### config.mk
export PLATFORM = sky130hd
export DESIGN_NAME = seg_disp_arbiter
export DESIGN_NICKNAME = d
export VERILOG_FILES = /design/src/rtl/seg_disp_arbiter_pkg.sv /design/src/rtl/seg_disp_arbiter_tick_gen.sv /design/src/rtl/seg_disp_arbiter.sv
export SDC_FILE = /design/constraint.sdc
export NUM_CORES = 1
export LEC_CHECK = 0
export CORE_UTILIZATION = 44
export CTS_BUF_LIST = sky130_fd_sc_hd__clkbuf_16
export DETAILED_ROUTE_END_ITERATION = 8
export PLACE_DENSITY = 0.83
export RECOVER_POWER = 50
export SETUP_SLACK_MARGIN = 0.5
export SLEW_MARGIN = 10
export SYNTH_ARGS = -nofsm -noshare
export SYNTH_HDL_FRONTEND = slang
export SYNTH_HIERARCHICAL = 1
export SYNTH_SLANG_ARGS = --single-unit
### constraint.sdc
create_clock -name clk -period 2.8 [get_ports clk]
set_clock_uncertainty 0.05 [all_clocks]
set_input_delay 0.7 -clock clk [delete_from_list [all_inputs] [get_ports clk]]
set_output_delay 0.7 -clock clk [all_outputs]
set_load 0.03 [all_outputs]
### src/rtl/seg_disp_arbiter_pkg.sv
// Shared types and constants for the seven-segment display arbiter.
// Holds the FSM state encoding, source count, word width and round-robin helpers.
package seg_disp_arbiter_pkg;

    typedef enum logic [1:0] {
        ST_IDLE  = 2'd0,
        ST_GRANT = 2'd1,
        ST_GAP   = 2'd2
    } state_t;

    localparam int NUM_SRC = 3;
    localparam int IDX_W   = 2;
    localparam int DIS_W   = 24;

    localparam logic [DIS_W-1:0] IDLE_DATA_DEF = 24'h000000;

    // Search last+1, last+2, last (mod NUM_SRC); returns last when nothing requests.
    function automatic logic [IDX_W-1:0] rr_pick(input logic [NUM_SRC-1:0] req,
                                                 input logic [IDX_W-1:0]   last);
        logic [IDX_W-1:0] win;
        logic             found;
        int               idx;
        win   = last;
        found = 1'b0;
        for (int i = 1; i <= NUM_SRC; i++) begin
            idx = (int'(last) + i) % NUM_SRC;
            if (!found && req[IDX_W'(idx)]) begin
                found = 1'b1;
                win   = IDX_W'(idx);
            end
        end
        return win;
    endfunction

    function automatic logic [NUM_SRC-1:0] onehot(input logic [IDX_W-1:0] idx);
        logic [NUM_SRC-1:0] oh;
        oh      = '0;
        oh[idx] = 1'b1;
        return oh;
    endfunction

endpackage

### src/rtl/seg_disp_arbiter_tick_gen.sv
// Hold-time prescaler: counts 0..TICK_DIV-1 while enabled, one-cycle tick on wrap.
// Clear forces the count back to zero so every grant starts a fresh tick period.
module disp_tick_gen #(
    parameter int TICK_DIV = 50_000_000
) (
    input  logic i_clk,
    input  logic i_rst,
    input  logic i_clr,
    input  logic i_en,
    output logic o_tick
);

    localparam int CNT_W = $clog2(TICK_DIV);

    logic [CNT_W-1:0] r_cnt;
    logic             w_wrap;

    assign w_wrap = (r_cnt == CNT_W'(TICK_DIV - 1));
    assign o_tick = i_en && w_wrap;

    always_ff @(posedge i_clk) begin
        if (i_rst || i_clr) begin
            r_cnt <= '0;
        end else if (i_en) begin
            r_cnt <= w_wrap ? '0 : r_cnt + CNT_W'(1);
        end
    end

endmodule

### src/rtl/seg_disp_arbiter.sv
// Round-robin owner of the 6-digit display with a minimum hold before preemption.
// One GAP cycle of IDLE_DATA separates consecutive owners to avoid ghosting.
module seg_disp_arbiter
    import seg_disp_arbiter_pkg::*;
#(
    parameter int               TICK_DIV   = 50_000_000,
    parameter int               HOLD_TICKS = 3,
    parameter logic [DIS_W-1:0] IDLE_DATA  = IDLE_DATA_DEF
) (
    input  logic               clk,
    input  logic               rst,
    input  logic [NUM_SRC-1:0] req,
    input  logic [DIS_W-1:0]   req_data0,
    input  logic [DIS_W-1:0]   req_data1,
    input  logic [DIS_W-1:0]   req_data2,
    output logic [NUM_SRC-1:0] grant,
    output logic [DIS_W-1:0]   dis_data,
    output logic               busy
);

    localparam int HOLD_W = $clog2(HOLD_TICKS + 1);

    state_t             r_state;
    logic [IDX_W-1:0]   r_last;
    logic [IDX_W-1:0]   r_gidx;
    logic [HOLD_W-1:0]  r_hold_cnt;
    logic [NUM_SRC-1:0] r_grant;
    logic [DIS_W-1:0]   r_dis_data;
    logic               r_busy;

    logic [DIS_W-1:0]   w_data [NUM_SRC];
    logic [IDX_W-1:0]   w_win;
    logic               w_any_req;
    logic               w_own_req;
    logic               w_other_req;
    logic               w_tick;
    logic               w_clr;
    logic               w_hold_done;

    assign w_data[0]   = req_data0;
    assign w_data[1]   = req_data1;
    assign w_data[2]   = req_data2;
    assign w_win       = rr_pick(req, r_last);
    assign w_any_req   = |req;
    assign w_own_req   = req[r_gidx];
    assign w_other_req = |(req & ~onehot(r_gidx));
    assign w_clr       = (r_state != ST_GRANT);

    // The exit decision is registered, so act on the final tick itself to keep
    // the on-screen hold at exactly HOLD_TICKS*TICK_DIV cycles.
    assign w_hold_done = (r_hold_cnt == HOLD_W'(HOLD_TICKS)) ||
                         (w_tick && (r_hold_cnt == HOLD_W'(HOLD_TICKS - 1)));

    disp_tick_gen #(
        .TICK_DIV (TICK_DIV)
    ) u_tick_gen (
        .i_clk  (clk),
        .i_rst  (rst),
        .i_clr  (w_clr),
        .i_en   (r_state == ST_GRANT),
        .o_tick (w_tick)
    );

    always_ff @(posedge clk) begin
        if (rst) begin
            r_state    <= ST_IDLE;
            r_last     <= IDX_W'(NUM_SRC - 1);
            r_gidx     <= '0;
            r_hold_cnt <= '0;
            r_grant    <= '0;
            r_dis_data <= IDLE_DATA;
            r_busy     <= 1'b0;
        end else begin
            case (r_state)
                ST_IDLE, ST_GAP: begin
                    if (w_any_req) begin
                        r_state    <= ST_GRANT;
                        r_last     <= w_win;
                        r_gidx     <= w_win;
                        r_hold_cnt <= '0;
                        r_grant    <= onehot(w_win);
                        r_dis_data <= w_data[w_win];
                        r_busy     <= 1'b1;
                    end else begin
                        r_state    <= ST_IDLE;
                        r_grant    <= '0;
                        r_dis_data <= IDLE_DATA;
                        r_busy     <= 1'b0;
                    end
                end
                ST_GRANT: begin
                    // Voluntary release wins over everything, hold or not.
                    if (!w_own_req || (w_hold_done && w_other_req)) begin
                        r_state    <= ST_GAP;
                        r_grant    <= '0;
                        r_dis_data <= IDLE_DATA;
                        r_busy     <= 1'b0;
                    end else begin
                        r_dis_data <= w_data[r_gidx];
                        if (w_tick && (r_hold_cnt != HOLD_W'(HOLD_TICKS))) begin
                            r_hold_cnt <= r_hold_cnt + HOLD_W'(1);
                        end
                    end
                end
                default: begin
                    r_state    <= ST_IDLE;
                    r_grant    <= '0;
                    r_dis_data <= IDLE_DATA;
                    r_busy     <= 1'b0;
                end
            endcase
        end
    end

    assign grant    = r_grant;
    assign dis_data = r_dis_data;
    assign busy     = r_busy;

endmodule
==> impl_summary.md <==
Status
The flow ran to the end, and the final reports show no timing, DRC or antenna violations.

Critical path
The number of gates on the worst path with buffers counted is 10. The nature of the critical path startpoint is a flip-flop. The required time of the worst setup path is 2990 ps. STA classifies the critical path endpoint as a flip-flop. The critical path is of the reg2reg type. In this run the critical register-to-register path is launched from r_last[1]$_SDFFE_PP1P_.

Setup slack on the worst reg-to-reg path comes out at 230 ps. The cell family contributing the most delay on the critical path is compound AO/OA/AOI/OAI gates. For this design, the slowest cell found on the critical path is sky130_fd_sc_hd__dfxtp_2. The critical path starts at r_last[1]$_SDFFE_PP1P_. In this run the critical register-to-register path is captured at dis_data[6]$_SDFF_PP0_. Traced cell by cell, the critical path runs through inv_2, ha_4, nor2b_2, o21ai_0, clkbuf_1, nand4_1, a2bb2oi_2, nand3_2, buf_12, o221ai_1. At the worst endpoint, the arrival time is 2760 ps. The peak fanout along the critical path is 19. The total buffers and inverters traversed by the critical path is 3. Following the worst setup path forward leads to its endpoint at dis_data[6]$_SDFF_PP0_. The highest cell delay on the worst timing path is 340 ps. The logic depth of the worst register-to-register path is 10.

Clock tree
CTS saw 61 sinks. The H-tree generated during clock tree synthesis spans 3 levels. The number of buffers created by CTS is 9.

The number of buffers on the longest clock path is 2. TritonCTS built the clock tree. CTS placed an instance of sky130_fd_sc_hd__clkbuf_16 at the clock tree root. The later-pin clock latency in the skew report is 330 ps. After clock tree synthesis, the clock-pin slew on the worst setup and hold paths is 50 ps.

Drt
The routed wirelength normalized by instance count is 20.0 um. The total wire length after detailed routing is 14,300 um. The via-per-instance ratio is 6.25. The total DRC errors in the routed layout is 0. The DRC violation total after the first TritonRoute iteration is 256.

The first-pass detailed-route iteration total is 5. The post-detailed-route count of antenna-violating nets is 0. The total via count in the routed design is 4,483.

Logic synthesis
The sequential-to-total area share from yosys stat is 0.315. The number of enable-type register cells in the synthesized netlist is 0. The commonest cells after synthesis are sky130_fd_sc_hd__nand2_1 (65), sky130_fd_sc_hd__dfxtp_1 (61), sky130_fd_sc_hd__mux2i_1 (53), sky130_fd_sc_hd__inv_1 (33), sky130_fd_sc_hd__o21ai_0 (31). The number of warnings issued by yosys is 6. The commonest register cell after synthesis is sky130_fd_sc_hd__dfxtp_1. The post-synthesis sequential element count is 61. Of all flip-flops after synthesis, the portion carrying an async set or reset was 0. The number of nets in the synthesized netlist is 561.

The count of cell types in the netlist is 57. The post-synthesis instance area is 3870 sq um. The cell with the most instances after synthesis is sky130_fd_sc_hd__nand2_1.

Dividing the synthesized area by the synthesized cell count gives 8.14 sq um. The cell count after synthesis is 476. In the post-synthesis netlist, the biggest area contributors are sky130_fd_sc_hd__dfxtp_1 (32%), sky130_fd_sc_hd__mux2i_1 (14%), sky130_fd_sc_hd__nand2_1 (6.3%), sky130_fd_sc_hd__o221ai_1 (5.2%), sky130_fd_sc_hd__o21ai_0 (4.0%).

sky130_fd_sc_hd__dfxtp_1 takes more of the synthesized area than any other cell. The share of synthesized area in the top cell type comes to 0.315.

Pwr
The leakage power is 2.36 nW. The share of total power in the clock network is 0.261. Of the total power, registers draw 0.255. The internal power consumption is 2.60 mW. The power density over the cells is 677 nW/um^2.

Of the total power, the share spent switching nets is 0.366. The worst IR drop on VDD is 667 uV. The analysis attributes to net switching a power of 1.50 mW. The total design power is 4.11 mW.

The share of total power dissipated in combinational logic is 0.484.

STA
Summed over all failing endpoints, the final setup total negative slack is 0 ps. Setup repair after global routing could not meet its margin everywhere. In the finished design, the share of the clock period the worst path needs comes to 0.919. The number of max-slew violations in the final report is 0.

For this run, the top clock speed supported by timing is 389 MHz. The final critical delay including setup and external delays is 2570 ps. Setup violations remaining at the end of the flow were counted as 0. The total count of hold-check failures in the final report is 0. The tightest hold margin is 403 ps. The normalized max-slew margin is 0.620. For the pin with the worst max-slew slack, the measured transition is 570 ps.

Global route
The leftover overflow at the end of global routing is 0. The maximum number of pins on one net before global-route repair is 29. The via count of the first global-routing pass is 4,262. The initial antenna violation count is 0.

The wire length of the first global-routing pass is 19,800 um. The total track usage is 0.283.

Finish
The antenna cell count is 0. Relative to the synthesized area, the layout overhead comes to 56.7%. Of the cells placed in the final design, the portion with a size suffix greater than 1 is 0.211.

In the final design database the tool counted 692 nets.

Floorplan
The initial utilization of the core area, before any placement, comes to 0.462. The vertical extent of the die is 95.8 um. The die width is 95.8 um. The floorplan die area is 9180 sq um.

The number of top-level pins is 105. The region available for standard cell placement spans 8380 sq um. The number of core rows is 33.

Job
The count of max-cap constraint violations is 0.

Worst hold path
The class of the most critical hold timing path is reg2reg.

Place
The final RePlAce weighted congestion is 0.876. The sum of net half-perimeters after detailed placement is 8300 um. The number of I/O port buffers is 104.
-- worst min-delay path: stages, from the launching register on --
cell	delay [ps]
sky130_fd_sc_hd__dfxtp_1	300
sky130_fd_sc_hd__nand2_1	50
sky130_fd_sc_hd__a21oi_1	50
-- how the worst min path moves through the flow --
stage / endpoint / cells past startpoint / slack, ps / start
floorplan: u_tick_gen/r_cnt[22]$_SDFFE_PP0P_ / 2 / 400 / u_tick_gen/r_cnt[22]$_SDFFE_PP0P_
global placement: grant[1]$_SDFFE_PP0P_ / 2 / 390 / grant[1]$_SDFFE_PP0P_
detailed placement: grant[1]$_SDFFE_PP0P_ / 2 / 400 / grant[1]$_SDFFE_PP0P_
CTS: grant[1]$_SDFFE_PP0P_ / 2 / 410 / grant[1]$_SDFFE_PP0P_
global route: grant[1]$_SDFFE_PP0P_ / 2 / 420 / grant[1]$_SDFFE_PP0P_
finish: grant[1]$_SDFFE_PP0P_ / 2 / 400 / grant[1]$_SDFFE_PP0P_
-- power by group through the flow --
stage	registers, mW	logic (mW)	clock network [mW]
2_1_floorplan	1.27	0.804	0
3_3_place_gp	1.06	1.53	0
3_5_place_dp	1.06	1.56	0
4_1_cts	1.05	1.72	1.06
5_1_grt	1.06	2.07	1.11
6_report	1.05	1.99	1.07
-- kinds of logic after synthesis --
kind of cell    count (synthesis)  synth area share
mux                            54             0.140
xor+xnor                       13            0.0294
buf+inv                        63            0.0727
simple gates                  170             0.221
flops                          61             0.315
compound gates                107             0.195
fa+ha+maj                       8            0.0258
-- repair_timing --
action / in CTS / in global routing
endpoints found under the setup margin: 56 / 35
setup buffers: 12 / 7
pin swaps: 9 / 22
gates resized for setup: 33 / 56
hold buffers: 0 / 0
gates cloned: 3 / 2
-- stage by stage --
| step | setup WS (ps) | cells | cell area (sq um) | util |
|---|---|---|---|---|
| after floorplan | 518 | 476 | 3950 | - |
| after global placement | 74.7 | 677 | 5160 | 0.616 |
| after detailed placement | -41.4 | 677 | 5160 | 0.616 |
| after CTS | 501 | 708 | 5760 | 0.687 |
| after global routing | 164 | 717 | 6070 | 0.724 |
| final | 228 | 717 | 6070 | 0.724 |
-- sequential cells by signal, summed over array words and instances, names as in the netlist --
name	count
r_last	2
grant	3
r_state	2
busy	1
dis_data	24
r_gidx	1
u_tick_gen/r_cnt	26
r_hold_cnt	2
-- layout by cell type, fill, tap and decap left out, types with 4 or more instances in the layout --
master	instances
sky130_fd_sc_hd__o221ai_2	12
sky130_fd_sc_hd__mux2i_2	8
sky130_fd_sc_hd__clkdlybuf4s50_1	73
sky130_fd_sc_hd__o21ai_0	32
sky130_fd_sc_hd__buf_4	27
sky130_fd_sc_hd__ha_1	4
sky130_fd_sc_hd__buf_12	6
sky130_fd_sc_hd__nand2_2	4
sky130_fd_sc_hd__xnor2_1	4
sky130_fd_sc_hd__buf_6	5
sky130_fd_sc_hd__clkbuf_16	11
sky130_fd_sc_hd__nor3_1	6
sky130_fd_sc_hd__mux2i_1	43
sky130_fd_sc_hd__nand2_1	59
sky130_fd_sc_hd__dfxtp_1	56
sky130_fd_sc_hd__nand4_1	15
sky130_fd_sc_hd__or3_1	7
sky130_fd_sc_hd__clkinv_2	4
sky130_fd_sc_hd__dlygate4sd3_1	28
sky130_fd_sc_hd__xor2_1	9
sky130_fd_sc_hd__o31ai_1	9
sky130_fd_sc_hd__inv_1	31
sky130_fd_sc_hd__or4_1	8
sky130_fd_sc_hd__a21oi_1	20
sky130_fd_sc_hd__nor2_1	27
sky130_fd_sc_hd__nand3_1	6
sky130_fd_sc_hd__o221ai_1	11
-- layer usage --
layer  GRT usage  share of wire
met3      0.0900          0.072
met5           0              0
met1       0.303           0.38
met4       0.144          0.038
met2       0.498           0.51
-- area by class of cell --
type | instances | area (sq um)
Sequential cell | 61 | 1230
Multi-Input combinational cell | 352 | 2730
Timing Repair Buffer | 150 | 1560
Inverter | 33 | 125
Tap cell | 105 | 131
Clock buffer | 9 | 225
Fill cell | 535 | 2310
Clock inverter | 7 | 57.6
Note: power is estimated with default switching activity, not from simulation.
